==> config.mk <==
export PLATFORM = sky130hd
export DESIGN_NAME = ssd_capture
export DESIGN_NICKNAME = d
export VERILOG_FILES = /design/src/rtl/ssd_capture.sv
export SDC_FILE = /design/constraint.sdc
export NUM_CORES = 1
export LEC_CHECK = 0
export ABC_AREA = 1
export CORE_MARGIN = 4
export CORE_UTILIZATION = 60
export CTS_BUF_LIST = sky130_fd_sc_hd__clkbuf_2 sky130_fd_sc_hd__clkbuf_4 sky130_fd_sc_hd__clkbuf_8
export CTS_CLUSTER_SIZE = 30
export DETAILED_ROUTE_END_ITERATION = 16
export PLACE_DENSITY = 0.8
export SLEW_MARGIN = 15
export SYNTH_ARGS = -nofsm -noshare
export SYNTH_HDL_FRONTEND = slang
export SYNTH_SLANG_ARGS = --single-unit
==> constraint.sdc <==
create_clock -name clk -period 6.4 [get_ports clk]
set_clock_uncertainty 0.2 [all_clocks]
set_input_delay 0.96 -clock clk [delete_from_list [all_inputs] [get_ports clk]]
set_output_delay 0.96 -clock clk [all_outputs]
set_load 0.05 [all_outputs]
==> src/rtl/ssd_capture.sv <==
// Seven-segment bus monitor: rebuilds the four scanned hex digits, lit mask and non-hex flags.
// Optional saturating count of unsampled dwells when SSD_CAPTURE_GLITCH_CNT_EN is defined.
module ssd_capture #(
  parameter int SETTLE_CYCLES  = 16,
  parameter int TIMEOUT_CYCLES = 524288
) (
  input  logic       clk,
  input  logic       rst,
  input  logic       a,
  input  logic       b,
  input  logic       c,
  input  logic       d,
  input  logic       e,
  input  logic       f,
  input  logic       g,
  input  logic [3:0] an,
  output logic [3:0] digit0,
  output logic [3:0] digit1,
  output logic [3:0] digit2,
  output logic [3:0] digit3,
  output logic [3:0] mode,
  output logic [3:0] invalid,
  output logic       frame_done
`ifdef SSD_CAPTURE_GLITCH_CNT_EN
  ,
  output logic [7:0] glitch_count
`endif
);

  localparam int SW = $clog2(SETTLE_CYCLES + 1);
  localparam int TW = $clog2(TIMEOUT_CYCLES + 1);
  localparam logic [SW-1:0] SETTLE_LAST = SW'(SETTLE_CYCLES - 1);
  localparam logic [SW-1:0] SETTLE_MAX  = SW'(SETTLE_CYCLES);
  localparam logic [TW-1:0] TO_LAST     = TW'(TIMEOUT_CYCLES - 1);
  localparam logic [TW-1:0] TO_MAX      = TW'(TIMEOUT_CYCLES);

  logic [3:0]      an_s1, an_s2, an_p;
  logic [6:0]      seg_s1, seg_s2, seg_p;
  logic [SW-1:0]   settle;
  logic            sampled;
  logic [3:0]      seen;
  logic [3:0][3:0] dig;
  logic [TW-1:0]   to_cnt [4];

  logic            an_chg, chg, sel_ok, fire, blank, dec_ok;
  logic [3:0]      fire_mask, dec_val;

  always_ff @(posedge clk or posedge rst) begin
    if (rst) begin
      an_s1  <= '0;
      an_s2  <= '0;
      an_p   <= '0;
      seg_s1 <= '0;
      seg_s2 <= '0;
      seg_p  <= '0;
    end else begin
      an_s1  <= an;
      an_s2  <= an_s1;
      an_p   <= an_s2;
      seg_s1 <= {a, b, c, d, e, f, g};
      seg_s2 <= seg_s1;
      seg_p  <= seg_s2;
    end
  end

  assign an_chg = (an_s2 != an_p);
  assign chg    = an_chg || (seg_s2 != seg_p);
  assign sel_ok = ($countones(~an_s2) == 1);
  // Fire on the cycle the stable run would reach SETTLE_CYCLES, so the outputs land 2+SETTLE+1 after the bus.
  assign fire      = sel_ok && !chg && !sampled && (settle == SETTLE_LAST);
  assign fire_mask = fire ? ~an_s2 : 4'b0000;
  assign blank     = (seg_s2 == 7'h7F);

  always_comb begin
    dec_ok  = 1'b1;
    dec_val = 4'h0;
    case (seg_s2)
      7'b0000001: dec_val = 4'h0;
      7'b1001111: dec_val = 4'h1;
      7'b0010010: dec_val = 4'h2;
      7'b0000110: dec_val = 4'h3;
      7'b1001100: dec_val = 4'h4;
      7'b0100100: dec_val = 4'h5;
      7'b0100000: dec_val = 4'h6;
      7'b0001111: dec_val = 4'h7;
      7'b0000000: dec_val = 4'h8;
      7'b0000100: dec_val = 4'h9;
      7'b0001000: dec_val = 4'hA;
      7'b1100000: dec_val = 4'hB;
      7'b0110001: dec_val = 4'hC;
      7'b1000010: dec_val = 4'hD;
      7'b0110000: dec_val = 4'hE;
      7'b0111000: dec_val = 4'hF;
      default:    dec_ok  = 1'b0;
    endcase
  end

  always_ff @(posedge clk or posedge rst) begin
    if (rst) begin
      settle  <= '0;
      sampled <= 1'b0;
      seen    <= '0;
    end else begin
      if (chg || !sel_ok)
        settle <= '0;
      else if (settle != SETTLE_MAX)
        settle <= settle + 1'b1;

      if (an_chg)
        sampled <= 1'b0;
      else if (fire)
        sampled <= 1'b1;

      // A sample on the pulse cycle starts the next frame's mask.
      if (&seen)
        seen <= fire_mask;
      else
        seen <= seen | fire_mask;
    end
  end

  assign frame_done = &seen;

  always_ff @(posedge clk or posedge rst) begin
    if (rst) begin
      dig     <= '0;
      mode    <= '0;
      invalid <= '0;
      for (int i = 0; i < 4; i++) to_cnt[i] <= '0;
    end else begin
      for (int i = 0; i < 4; i++) begin
        if (fire_mask[i]) begin
          to_cnt[i] <= '0;
          if (dec_ok) begin
            dig[i]     <= dec_val;
            mode[i]    <= 1'b1;
            invalid[i] <= 1'b0;
          end else if (blank) begin
            mode[i]    <= 1'b0;
            invalid[i] <= 1'b0;
          end else begin
            mode[i]    <= 1'b1;
            invalid[i] <= 1'b1;
          end
        end else if (to_cnt[i] != TO_MAX) begin
          to_cnt[i] <= to_cnt[i] + 1'b1;
          if (to_cnt[i] == TO_LAST) begin
            mode[i]    <= 1'b0;
            invalid[i] <= 1'b0;
          end
        end
      end
    end
  end

  assign digit0 = dig[0];
  assign digit1 = dig[1];
  assign digit2 = dig[2];
  assign digit3 = dig[3];

`ifdef SSD_CAPTURE_GLITCH_CNT_EN
  logic prev_sel_ok;
  assign prev_sel_ok = ($countones(~an_p) == 1);

  // A dwell ends unsampled when the anodes move off a valid selection before the sample fired.
  always_ff @(posedge clk or posedge rst) begin
    if (rst)
      glitch_count <= '0;
    else if (an_chg && prev_sel_ok && !sampled && glitch_count != 8'hFF)
      glitch_count <= glitch_count + 1'b1;
  end
`endif

endmodule

Yosys cells after proc, flatten, opt, wreduce, memory -nomap -nowiden
Index checks and enable logic that the tools add are counted.
W data, S select, Z words.
- register bits after elaboration: 147
- bits of input ports: 13
- output and inout port bits: 25
- add/subtract/negate cells: 8
- equality and inequality tests: 29
- mux-type cells: 35
- bitwise operators: 2
- reductions and logical operators: 29
- operators by type and width (cell ; count):
    $mux W20 ; 8
    $add A20 B1 Y20 const B ; 4
    $eq A20 B19 Y1 const B ; 4
    $ne A20 B20 Y1 const B ; 4
    $pmux W4 S15 ; 1
    $eq A7 B6 Y1 const B ; 5
    $eq A7 B7 Y1 const B ; 5
    $mux W1 ; 22
    $reduce_bool A2 Y1 ; 10
    $reduce_and A2 Y1 ; 8
    $reduce_or A16 Y1 ; 1
    $eq A7 B3 Y1 const B ; 2
    $eq A7 B4 Y1 const B ; 2
    $mux W5 ; 2
    $mux W4 ; 2
    $eq A7 B1 Y1 const B ; 1
    $eq A7 B5 Y1 const B ; 1
    $logic_not A7 Y1 ; 1
    $ne A7 B7 Y1 ; 1
    $add A5 B1 Y5 const B ; 1
    $eq A5 B4 Y1 const B ; 1
    $ne A5 B5 Y1 const B ; 1
    $add A1 B1 Y2 ; 2
    $ne A4 B4 Y1 ; 1
    8 further kinds ; 13

Logic depth before layout (Yosys ltp)
Gate-level depths: netlist of the first run.
- depth in word-level cells: 10
- depth in mapped cells: 15
- gate-level depth less buffers: 14

Least setup slack after synthesis of the first run
OpenSTA, ideal clock, no wires.
- path type: reg2out
- start: register seen[1]
- end: output port frame_done
- arrival time: 2.081 ns
- data required time: 5.240 ns
- setup slack: 3.159 ns
- stages on the path, launching flop included: 3
- buffers on the path: 0
- path through: dfrtp_1 > inv_1 > nor4_1
- word-level cells in the longest chain between the ends: 1
- ends and longest elaborated chain (element ; RTL line ; RTL):
    from (decl) ; 41 ; logic [3:0] seen;
    from (signal assigned) ; 116 ; seen <= fire_mask;
    from (signal assigned) ; 118 ; seen <= seen | fire_mask;
    $reduce_and A4 Y1 ; 122 ; assign frame_done = &seen;
    to (decl) ; 23 ; output logic frame_done
No other way between the ends.

Worst setup path in the final report of the first run
Ends and elaborated chain as after synthesis.

==> flow_summary_export.csv, run 1 <==
group,metric,value,unit
min_path,hp-class,"flop to flop",
routing,routed_wl,14900,um
worst_setup_path,required,5240,ps
worst_setup_path,worst-path-max-fanout,5,
routing,dr_total_vias,6040,
layout,design_area,8430,um^2
layout,drive_gt1_share,7.38,%
outcome,status,"complete, no violations",
floorplanning,die_w,119,um
yosys,synth_area_leaders,"dfrtp_1 (49%), nand2_1 (11%), inv_1 (8.7%), nor2_1 (6.0%), nand3_1 (5.5%)",
sta,slew_violations,0,
yosys,synth_top_area_share,49.3,%
yosys,ys_seq_area_share,49.3,%
flow_run,cap_viol_max_count,0,
placed_design,hpwl,10600,um
cts,cts_root_buf,"clkbuf_8",
layout,antennaDiodeCount,0,
cts,clkTransAtPathRegs,80,ps
placed_design,place_area,8020,um^2
sta,rsz0062_at_grt,"false",
floorplanning,row_count,40,
yosys,synthesis.instances,953,
layout,fill_cells,983,
layout,area_delta_synth_final,13.1,%
floorplanning,coreArea,12100,um^2
cts,cts_buffers,17,
layout,fin_cells,1184,
sta,period_needed,3680,ps
sta,max_freq,272,MHz
worst_setup_path,r2r_setup_slack,2790,ps
yosys,yosysWarnings,0,
cts,postCtsSetupRepairBufs,0,
sta,finalHoldViolations,0,
worst_setup_path,arrival,2520,ps
floorplanning,initial_utilization,61.6,%
routing,drc,0,
routing,routedWlPerCell,12.6,um
global_route,use_met2,35.3,%
sta,slew_headroom,39.8,%
worst_setup_path,setup.worst_path.class,"flop to primary output",
global_route,grt_pass1_wl,26000,um
cts,cts_resized,0,
global_route,grt_overflow_total,0,
routing,first_iter_violations,482,
yosys,ys_types,38,
yosys,syn_avg_cell_area,7.83,um^2
cts,cts_tree,"done",
power_and_ir_drop,p_per_area,207,nW/um^2
global_route,antenna_found_initial,0,
cts,clkSinkCount,147,
yosys,syn_area,7460,um^2
floorplanning,ioPinCount,38,
layout,final_nets,1030,
worst_setup_path,cp-end-kind,"primary output",
sta,tns,0,ps
sta,min_period_over_period,57.5,%
power_and_ir_drop,ir_worst_vdd,0.180,mV
worst_setup_path,critPathLaunchType,"flop",
global_route,grtUsageMet1,30.1,%
cts,postCtsHoldBufs,0,
placed_design,io_buffers,37,
global_route,grt_pass1_vias,5785,
yosys,synth_fp_nets,980,
layout,layout_commonest_cell,"nand2_1",
placed_design,gp_congestion,0.885,
yosys,synth_seq_cells,147,
routing,antenna_left,0,
sta,setup_viol,0,
routing,first_pass_iters,5,
global_route,met3_usage,5.80,%
global_route,grt_max_degree,90,
routing,vias_per_cell,5.10,
floorplanning,die_area,14300,um^2
global_route,busiest_layer,"met2",
global_route,track_usage,22.5,%
floorplanning,fp.dieH,119,um
power_and_ir_drop,power.leakage,4.59,nW
sta,worst_pin_slew,901,ps
cts,htree_num_levels,4,
cts,worstSkewPairLatency,450,ps
placed_design,placedCellCount,1152,
yosys,synth_area_leader_cell,"dfrtp_1",
layout,final_cell_mix,"nand2_1 (215), inv_1 (172), dfrtp_1 (147)",
cts,clock_path_buffers,2,
-- through the flow --
| stage | hold WS (ps) | utilization, % | setup WS (ps) | power (mW) |
|---|---|---|---|---|
| floorplan | 131 | - | 1290 | 1.01 |
| global placement | 132 | 66.3 | 2860 | 1.03 |
| detailed placement | 135 | 66.3 | 2780 | 1.03 |
| CTS | 153 | 69.6 | 2710 | 1.76 |
| global route | 160 | 69.6 | 2580 | 1.82 |
| finish | 149 | 69.6 | 2720 | 1.75 |
-- cells by family after synthesis --
family / Yosys count / share of synthesized area [%]
AOI/OAI and AO/OA: 64 / 4.70
buffers and inverters: 189 / 9.58
and+or+nand+nor: 516 / 31.3
DFF: 147 / 49.3
adders and majority gates: 14 / 2.45
xor gates and xnor gates: 23 / 2.70
-- cell type report --
| cell class | instances | area [um^2] | area share (%) |
|---|---|---|---|
| clock buffers | 22 | 284 | 3.37 |
| clock inverters | 10 | 126 | 1.50 |
| inverters | 181 | 684 | 8.11 |
| multi-input cells | 617 | 3070 | 36.3 |
| flip-flops and latches | 147 | 3680 | 43.6 |
| well taps | 168 | 210 | 2.49 |
| repair buffers | 39 | 385 | 4.57 |
-- power by group --
part           switching, mW  internal [mW]
logic                 0.0436         0.0192
registers            0.00966          0.939
clock network          0.356          0.383
total                  0.409           1.34
-- routing by layer --
layer,wire [um],part of all wire [%]
met2,6890,46
met5,0,0
met1,6880,46
met3,718,4.8
met4,422,2.8
-- registers in the layout (all words and copies together), names as in the netlist --
| signal | cells |
|---|---|
| seg_p | 7 |
| an_s1 | 4 |
| digit2 | 4 |
| digit1 | 4 |
| seg_s2 | 7 |
| invalid | 4 |
| an_p | 4 |
| an_s2 | 4 |
| digit0 | 4 |
| mode | 4 |
| settle | 5 |
| digit3 | 4 |
| seen | 4 |
| to_cnt | 80 |
| seg_s1 | 7 |
| sampled | 1 |
-- cells in the mapped netlist, drive strengths merged --
cell    count
a211oi      1
o211ai      3
nor4b       1
dfrtp     147
a21o        1
ha         13
nand3b      5
nand3      83
o21bai      2
nor2      131
o21ai      36
o31ai       1
or2        11
and2        1
nor4        3
clkbuf      4
inv       181
a31oi       2
buf         4
o311ai      1
nor3b       1
a31o        1
a21oi      16
xor2       17
fa          1
nand2     220
xnor2       6
nand4      30
nor3       30
-- worst paths after layout --
path / from / end / cells past startpoint
worst min register to register: seg_s1[0]$_DFF_PP0_ / seg_s2[0]$_DFF_PP0_ / 0
max in group asynchronous: rst / an_s2[1]$_DFF_PP0_ / 3
worst max-delay path: seen[1]$_DFF_PP0_ / frame_done / 3
worst max register to register: an_s2[0]$_DFF_PP0_ / mode[1]$_DFFE_PP0P_ / 14
worst min-delay path: seg_s1[0]$_DFF_PP0_ / seg_s2[0]$_DFF_PP0_ / 0
min in group asynchronous: rst / to_cnt[27]$_DFFE_PP0P_ / 2
-- worst max-delay path, stage by stage (launching register included) --
cell and delay (ps):
dfrtp_1 330, inv_1 50, nor4_1 740, clkdlybuf4s50_1 950
(Power assumes the default switching activity.)
==> inputs of run 2 (changes only) <==
- clock period: 6.4 -> 3.4 ns (I/O delays scaled with it)
==> flow_summary_export.csv, run 2 (synthesis results as in run 1) <==
group,metric,value,unit
layout,final_nets,1036,
worst_setup_path,cp-end-kind,"flop",
routing,vias_per_cell,5.09,
sta,rsz0062_at_grt,"false",
min_path,hp-class,"flop to flop",
sta,slew_violations,0,
cts,worstSkewPairLatency,440,ps
global_route,grt_pass1_vias,5897,
worst_setup_path,r2r-start,"an_s2[1]$_DFF_PP0_",
floorplanning,ioPinCount,38,
sta,setup_slack,245,ps
outcome,status,"complete, no violations",
layout,multi_input_area,3070,um^2
cts,cts_root_buf,"clkbuf_8",
global_route,grt_pass1_wl,26400,um
floorplanning,initial_utilization,61.6,%
cts,postCtsSetupRepairBufs,0,
floorplanning,fp.dieH,119,um
sta,period_needed,3150,ps
layout,antennaDiodeCount,0,
cts,cts_tree,"done",
global_route,grt_overflow_total,0,
min_path,hold_depth,0,
sta,setup_viol,0,
routing,routedWlPerCell,12.5,um
routing,drc,0,
layout,largest_reg_flops,80,
cts,clkSinkCount,147,
cts,clkTransAtPathRegs,80,ps
layout,fill_cells,974,
cts,postCtsHoldBufs,0,
floorplanning,die_w,119,um
layout,layout_commonest_cell,"nand2_1",
cts,clock_path_buffers,2,
floorplanning,die_area,14300,um^2
routing,first_pass_iters,5,
global_route,antenna_found_initial,0,
sta,min_period_over_period,92.8,%
worst_setup_path,required,3530,ps
floorplanning,row_count,40,
routing,first_iter_violations,365,
cts,htree_num_levels,4,
placed_design,hpwl,10700,um
floorplanning,coreArea,12100,um^2
cts,cts_resized,0,
flow_run,cap_viol_max_count,0,
routing,routed_wl,14900,um
routing,antenna_left,0,
worst_setup_path,reg2reg_depth,13,
worst_setup_path,setup.worst_path.class,"flop to flop",
layout,regMostFlops,"to_cnt",
sta,tns,0,ps
worst_setup_path,worst-path-max-fanout,17,
global_route,grt_max_degree,148,
sta,finalHoldViolations,0,
global_route,track_usage,22.7,%
worst_setup_path,worstReg2RegEnd,"to_cnt[33]$_DFFE_PP0P_",
power_and_ir_drop,p_per_area,377,nW/um^2
placed_design,dpl_worst_slack,240,ps
worst_setup_path,r2r_setup_slack,250,ps
sta,worst_pin_slew,733,ps
placed_design,gp_congestion,0.904,
worst_setup_path,critPathLaunchType,"flop",
layout,final_cell_mix,"nand2_1 (215), inv_1 (172), dfrtp_1 (147)",
routing,dr_total_vias,6058,
layout,drive_gt1_share,7.93,%
worst_setup_path,arrival,3290,ps
layout,regArea,3680,um^2
power_and_ir_drop,ir_worst_vdd,0.407,mV
cts,cts_buffers,17,
sta,slew_headroom,51.1,%
sta,max_freq,317,MHz
min_path,worstHoldStart,"seg_s1[1]$_DFF_PP0_",
placed_design,io_buffers,37,
min_path,holdPathEnd,"seg_s2[1]$_DFF_PP0_",
layout,area_delta_synth_final,13.5,%
power_and_ir_drop,power.leakage,4.60,nW
## run 2: area by class of cell
| type | count | area share, % |
|---|---|---|
| Inverter | 181 | 8.07 |
| Timing Repair Buffer | 45 | 5.23 |
| Sequential cell | 147 | 43.5 |
| Multi-Input combinational cell | 617 | 36.2 |
| Tap cell | 168 | 2.48 |
| Clock inverter | 12 | 1.27 |
| Clock buffer | 20 | 3.25 |
## run 2: how the worst max path moves through the flow
stage,start,end,slack (ps),cells after the start
6_report,an_s2[1]$_DFF_PP0_,to_cnt[33]$_DFFE_PP0P_,250,13
5_1_grt,an_s2[1]$_DFF_PP0_,to_cnt[33]$_DFFE_PP0P_,20,13
4_1_cts,an_s2[1]$_DFF_PP0_,to_cnt[33]$_DFFE_PP0P_,230,13
3_5_place_dp,an_s2[1]$_DFF_PP0_,to_cnt[33]$_DFFE_PP0P_,240,13
3_3_place_gp,an_s2[1]$_DFF_PP0_,to_cnt[33]$_DFFE_PP0P_,320,13
2_1_floorplan,an_s2[0]$_DFF_PP0_,digit1[2]$_DFFE_PP0P_,580,14
## run 2: critical path, stage by stage, from the launching register on
cell and delay (ps):
dfrtp_1 460, fa_1 520, inv_1 40, ha_1 170
ha_1 260, nor2_1 100, nand2_1 90, nor2_2 120
nand2_2 90, nor2_8 170, nand4_2 350, buf_4 320
o211ai_1 80, inv_1 50
## run 2: layer usage
metal	part of all wire, %	vias to the layer above	track usage, %
met1	46	2805	30.1
met4	2.2	0	8.23
met2	47	133	36.9
met3	4.4	27	5.28
met5	0	-	0
li1	-	3093	-
## run 2: through the flow
step	total power, mW	hold slack (ps)	instance area, um^2	instances	util [%]
2_1_floorplan	1.90	131	7460	953	-
6_report	3.19	148	8460	1190	69.9
3_5_place_dp	1.95	135	8080	1158	66.7
5_1_grt	3.33	156	8460	1190	69.9
4_1_cts	3.23	145	8460	1190	69.9
3_3_place_gp	1.94	132	8080	1158	66.7
## run 2: where the power goes
group	switching (mW)	total, mW	internal, mW
Sequential	0.0164	1.78	1.77
Clock	0.653	1.29	0.634
Combinational	0.0844	0.124	0.0391
==> inputs of run 3 (changes only) <==
- CORE_MARGIN: 4 -> 1
- GPL_TIMING_DRIVEN: default -> 0
- MAX_ROUTING_LAYER: default -> met4
==> flow_summary_export.csv, run 3 (synthesis results as in run 1) <==
group,metric,value,unit
global_route,grt_max_degree,39,
routing,antenna_left,0,
floorplanning,initial_utilization,61.8,%
floorplanning,die_w,113,um
placed_design,io_buffers,37,
sta,period_needed,3200,ps
global_route,grt_overflow_total,0,
routing,routed_wl,15000,um
cts,cts_buffers,17,
layout,fill_cells,950,
cts,postCtsHoldBufs,0,
cts,clkSinkCount,147,
sta,finalHoldViolations,0,
worst_setup_path,cp-end-kind,"flop",
layout,antennaDiodeCount,0,
power_and_ir_drop,p_per_area,384,nW/um^2
layout,final_cell_mix,"nand2_1 (215), inv_1 (172), dfrtp_1 (147)",
cts,clkTransAtPathRegs,80,ps
cts,htree_num_levels,4,
sta,worst_pin_slew,895,ps
global_route,track_usage,26.8,%
placed_design,placedCellCount,1162,
placed_design,gp_congestion,0.876,
worst_setup_path,worst-path-max-fanout,10,
sta,tns,0,ps
floorplanning,ioPinCount,38,
cts,cts_resized,0,
worst_setup_path,arrival,3360,ps
worst_setup_path,cp-startpoint,"an_s2[0]$_DFF_PP0_",
sta,slew_violations,0,
routing,dr_total_vias,6053,
flow_run,cap_viol_max_count,0,
sta,slew_headroom,39.9,%
power_and_ir_drop,ir_worst_vdd,0.371,mV
layout,final_nets,1040,
routing,first_iter_violations,443,
cts,worstSkewPairLatency,460,ps
worst_setup_path,setup.worst_path.class,"flop to flop",
layout,multi_input_area,3070,um^2
worst_setup_path,critPathLaunchType,"flop",
layout,area_delta_synth_final,14.3,%
cts,postCtsSetupRepairBufs,0,
floorplanning,row_count,40,
worst_setup_path,required,3550,ps
sta,rsz0062_at_grt,"false",
worst_setup_path,r2r-start,"an_s2[0]$_DFF_PP0_",
outcome,status,"complete, no violations",
cts,cts_root_buf,"clkbuf_8",
worst_setup_path,r2r_setup_slack,200,ps
layout,fin_cells,1193,
sta,setup_slack,196,ps
cts,clock_path_buffers,2,
layout,regMostFlops,"to_cnt",
global_route,antenna_found_initial,0,
worst_setup_path,reg2reg_depth,13,
worst_setup_path,worstReg2RegEnd,"to_cnt[66]$_DFFE_PP0P_",
worst_setup_path,critPathCapture,"to_cnt[66]$_DFFE_PP0P_",
routing,vias_per_cell,5.07,
layout,layout_commonest_cell,"nand2_1",
floorplanning,fp.dieH,113,um
layout,drive_gt1_share,7.80,%
global_route,grt_pass1_vias,5591,
sta,setup_viol,0,
floorplanning,coreArea,12100,um^2
sta,min_period_over_period,94.2,%
sta,max_freq,312,MHz
power_and_ir_drop,design_power_total,3.27,mW
layout,regArea,3680,um^2
routing,first_pass_iters,5,
layout,post-route-util,70.7,%
placed_design,hpwl,11000,um
global_route,grt_pass1_wl,25900,um
power_and_ir_drop,power.leakage,4.63,nW
placed_design,dpl_worst_slack,164,ps
routing,drc,0,
cts,cts_tree,"done",
floorplanning,die_area,12900,um^2
min_path,hp-class,"flop to flop",
routing,routedWlPerCell,12.5,um
layout,largest_reg_flops,80,
[run 3: cell count changes in the layout (fill, tap and decap cells not counted), sizes merged]
cell	previous run	this run
clkbuf	20	26
clkinv	8	4
bufinv	1	2
clkinvlp	4	3
inv	180	181
[run 3: worst min-delay path by stage]
stage,from,to,depth (start not counted),slack (ps)
2_1_floorplan,an_s1[0]$_DFF_PP0_,an_s2[0]$_DFF_PP0_,0,130
3_3_place_gp,seg_s1[6]$_DFF_PP0_,seg_s2[6]$_DFF_PP0_,0,130
3_5_place_dp,seg_s1[1]$_DFF_PP0_,seg_s2[1]$_DFF_PP0_,0,130
4_1_cts,seg_s1[3]$_DFF_PP0_,seg_s2[3]$_DFF_PP0_,0,150
5_1_grt,seg_s1[5]$_DFF_PP0_,seg_s2[5]$_DFF_PP0_,0,150
6_report,seg_s1[3]$_DFF_PP0_,seg_s2[3]$_DFF_PP0_,0,150
[run 3: per-stage QoR]
| step | instance area (um^2) | hold WS (ps) |
|---|---|---|
| 4_1_cts | 8520 | 150 |
| 3_5_place_dp | 8130 | 135 |
| 5_1_grt | 8520 | 154 |
| 6_report | 8520 | 146 |
| 2_1_floorplan | 7460 | 131 |
| 3_3_place_gp | 8040 | 132 |
[run 3: critical path: stages (launching register included)]
cell and delay, ps:
dfrtp_1 490, fa_1 570, inv_1 40, ha_1 170, ha_1 270, nor2_1 100
nand2_1 80, nor2_2 120, nand2_2 100, nor2_8 180, nand4_2 220, clkbuf_1 350
nand3_1 160, inv_1 50
[run 3: routing by layer]
layer | vias to the layer above | wire length, um | global-route usage (%)
met5 | - | 0 | -
met4 | 0 | 244 | 9.30
met3 | 24 | 605 | 5.90
met2 | 111 | 7060 | 41.7
met1 | 2814 | 7050 | 34.8
li1 | 3104 | - | -
[run 3: cell type report]
type                       instances  share of cell area (%)
sequential                       147                    43.2
clock buffer                      22                    3.41
buffer                             8                   0.411
timing repair buffer              41                    5.37
inverter                         181                    8.01
clock inverter                     9                    1.22
multi-input combinational        617                    36.0
tap                              168                    2.47
[run 3: power by group]
| group | internal [mW] | switching, mW |
|---|---|---|
| logic | 0.0453 | 0.0829 |
| clock network | 0.719 | 0.640 |
| registers | 1.77 | 0.0181 |
==> RTL change: new RTL, flow settings as in run 1 <==
The parameter `TIMEOUT_CYCLES` goes from 524288 to 2097152.
--- a/src/rtl/ssd_capture.sv
+++ b/src/rtl/ssd_capture.sv
@@ -4,3 +4,3 @@
   parameter int SETTLE_CYCLES  = 16,
-  parameter int TIMEOUT_CYCLES = 524288
+  parameter int TIMEOUT_CYCLES = 2097152
 ) (
Behaviour: same outputs for any inputs over 10 cycles, from zero or initial values and one cycle with rst high; that may be too few to reach the edited logic, so the function may still have changed.
==> RTL change against run 1 <==
- core utilization shrank 0.41 points
- sequential power up 5.4%
- setup slack worse by 0.025 ns
- routed wire length rose by 8.3%
- critical path type is now reg2reg
- global-route usage up 1.1 points
- largest power group unchanged
- die area increased by 5.8%
- total power hardly changed
- synthesized area grew 6.2%
- sequential cell count up 8
- register-to-register slack got worse by 0.097 ns
- fmax shrank 0.68%
- critical path depth increased by 10
- clock power down 7.2%
- design area is 4.9% higher
==> RTL change: results (changes against run 1) <==
[power_and_ir_drop] Max IR drop VDD 150.8 uV [-16%]
[yosys] number of cells produced by synthesis 1033 [+8.4%]
[power_and_ir_drop] P_int 1.290 mW [-3.8%]
[global_routing] All-Layer GR Usage 0.2362 [+0.01088]
[global_routing] global-route met2 utilization 0.3898 [+0.03706]
[global_routing] met3 capacity usage during global routing 0.05810 [+0.0001328]
[drt] wirelength, routed 16160 um [+8.3%]
[final_layout] Top reg by flops to_cnt
[global_routing] vias in the first global route 6281 [+8.6%]
[yosys] share of synthesized area occupied by flip-flops and latches 0.4897 [-0.003552]
[yosys] top cells by area, synth dfrtp_1 (49%), nand2_1 (12%), inv_1 (8.3%)
[yosys] number of distinct library cells after synthesis 36 [-5.3%]
[global_routing] pin count of the biggest net entering global routing 112 [+24%]
[timing] relative slew slack 0.3550 [-0.04285]
[drt] number of optimization iterations in the first detailed-route pass 6 [+1]
[cts] register clock-pin slew on the reported worst setup and hold paths 0.09 ns
[global_routing] wire length of the first global-routing pass 28140 um [+8.1%]
[final_layout] proportion of layout cells with a drive suffix above 1 0.06301 [-0.01081]
[setup_path] CP Max Fanout 22 [+17]
[global_routing] met1 track demand over resource 0.3120 [+0.01132]
[power_and_ir_drop] share of power burned in the clock network 0.392 [-0.030]
[yosys] top cells by instance count after synthesis nand2_1 (243), inv_1 (175), dfrtp_1 (155)
[drt] sum of met3 wire segment lengths after detailed routing 762 um [+6.1%]
[setup_path] worst path arrival time 3.90 ns [+1.38 ns]
[drt] Post-Route M1 WL 7542 um [+9.6%]
[drt] number of design-rule violations left by the first detailed-router iteration 564 [+17%]
[placement] number of cells in the design after placement 1235 [+7.2%]
[final_layout] number of nets in the layout 1109 [+7.7%]
[outcome] result of the run finished clean
[final_layout] flip-flop count of the largest register after layout 88 [+10%]
[placement] weighted congestion at the end of routability-driven global placement 0.8817 [-0.40%]
## RTL change: logic make-up after synthesis
family	Yosys count	share of synthesized area
buf+inv	193	0.09240
xor+xnor	17	0.01880
flops	155	0.4897
compound gates	80	0.05292
simple gates	574	0.3232
fa+ha+maj	14	0.02306
## RTL change: critical path, cell delays in order, from the launching register on
cell and delay [ns]:
dfrtp_1 0.47, fa_1 0.55, inv_1 0.04, ha_1 0.17, ha_1 0.27, nor2_1 0.10, nand2_1 0.07, nor2_1 0.13
nand2_2 0.10, nor2_8 0.19, nand4_1 0.77, nor2_1 0.40, nor2_1 0.07, nor2_1 0.11
## RTL change: through the flow
stage | power (mW) | setup WS [ns] | area, um2
after floorplan | 1.062 | 1.062 | 7921
after global placement | 1.084 | 2.860 | 8482
after detailed placement | 1.085 | 2.757 | 8482
after CTS | 1.769 | 2.723 | 8843
after global routing | 1.822 | 2.420 | 8843
final | 1.750 | 2.693 | 8843
## RTL change: cell type report
cell class,instances,area share
inverter,185,0.07909
sequential,155,0.4386
tap,172,0.02433
clock buffer,17,0.02646
clock inverter,15,0.01443
timing repair buffer,38,0.04273
multi-input combinational,685,0.3744
## RTL change: path summary, 6_finish.rpt
| check | cells after the start | slack, ns | startpoint | endpoint |
|---|---|---|---|---|
| setup reg to reg | 13 | 2.69 | an_s2[0] | digit3[2] |
| hold reg to reg | 0 | 0.15 | an_s1[1] | an_s2[1] |
| setup / recovery | 13 | 2.69 | an_s2[0] | digit3[2] |
| min in group asynchronous | 2 | 0.89 | rst | mode[0] |
| hold / removal | 0 | 0.15 | an_s1[1] | an_s2[1] |
| max in group asynchronous | 3 | 3.96 | rst | seg_s2[1] |
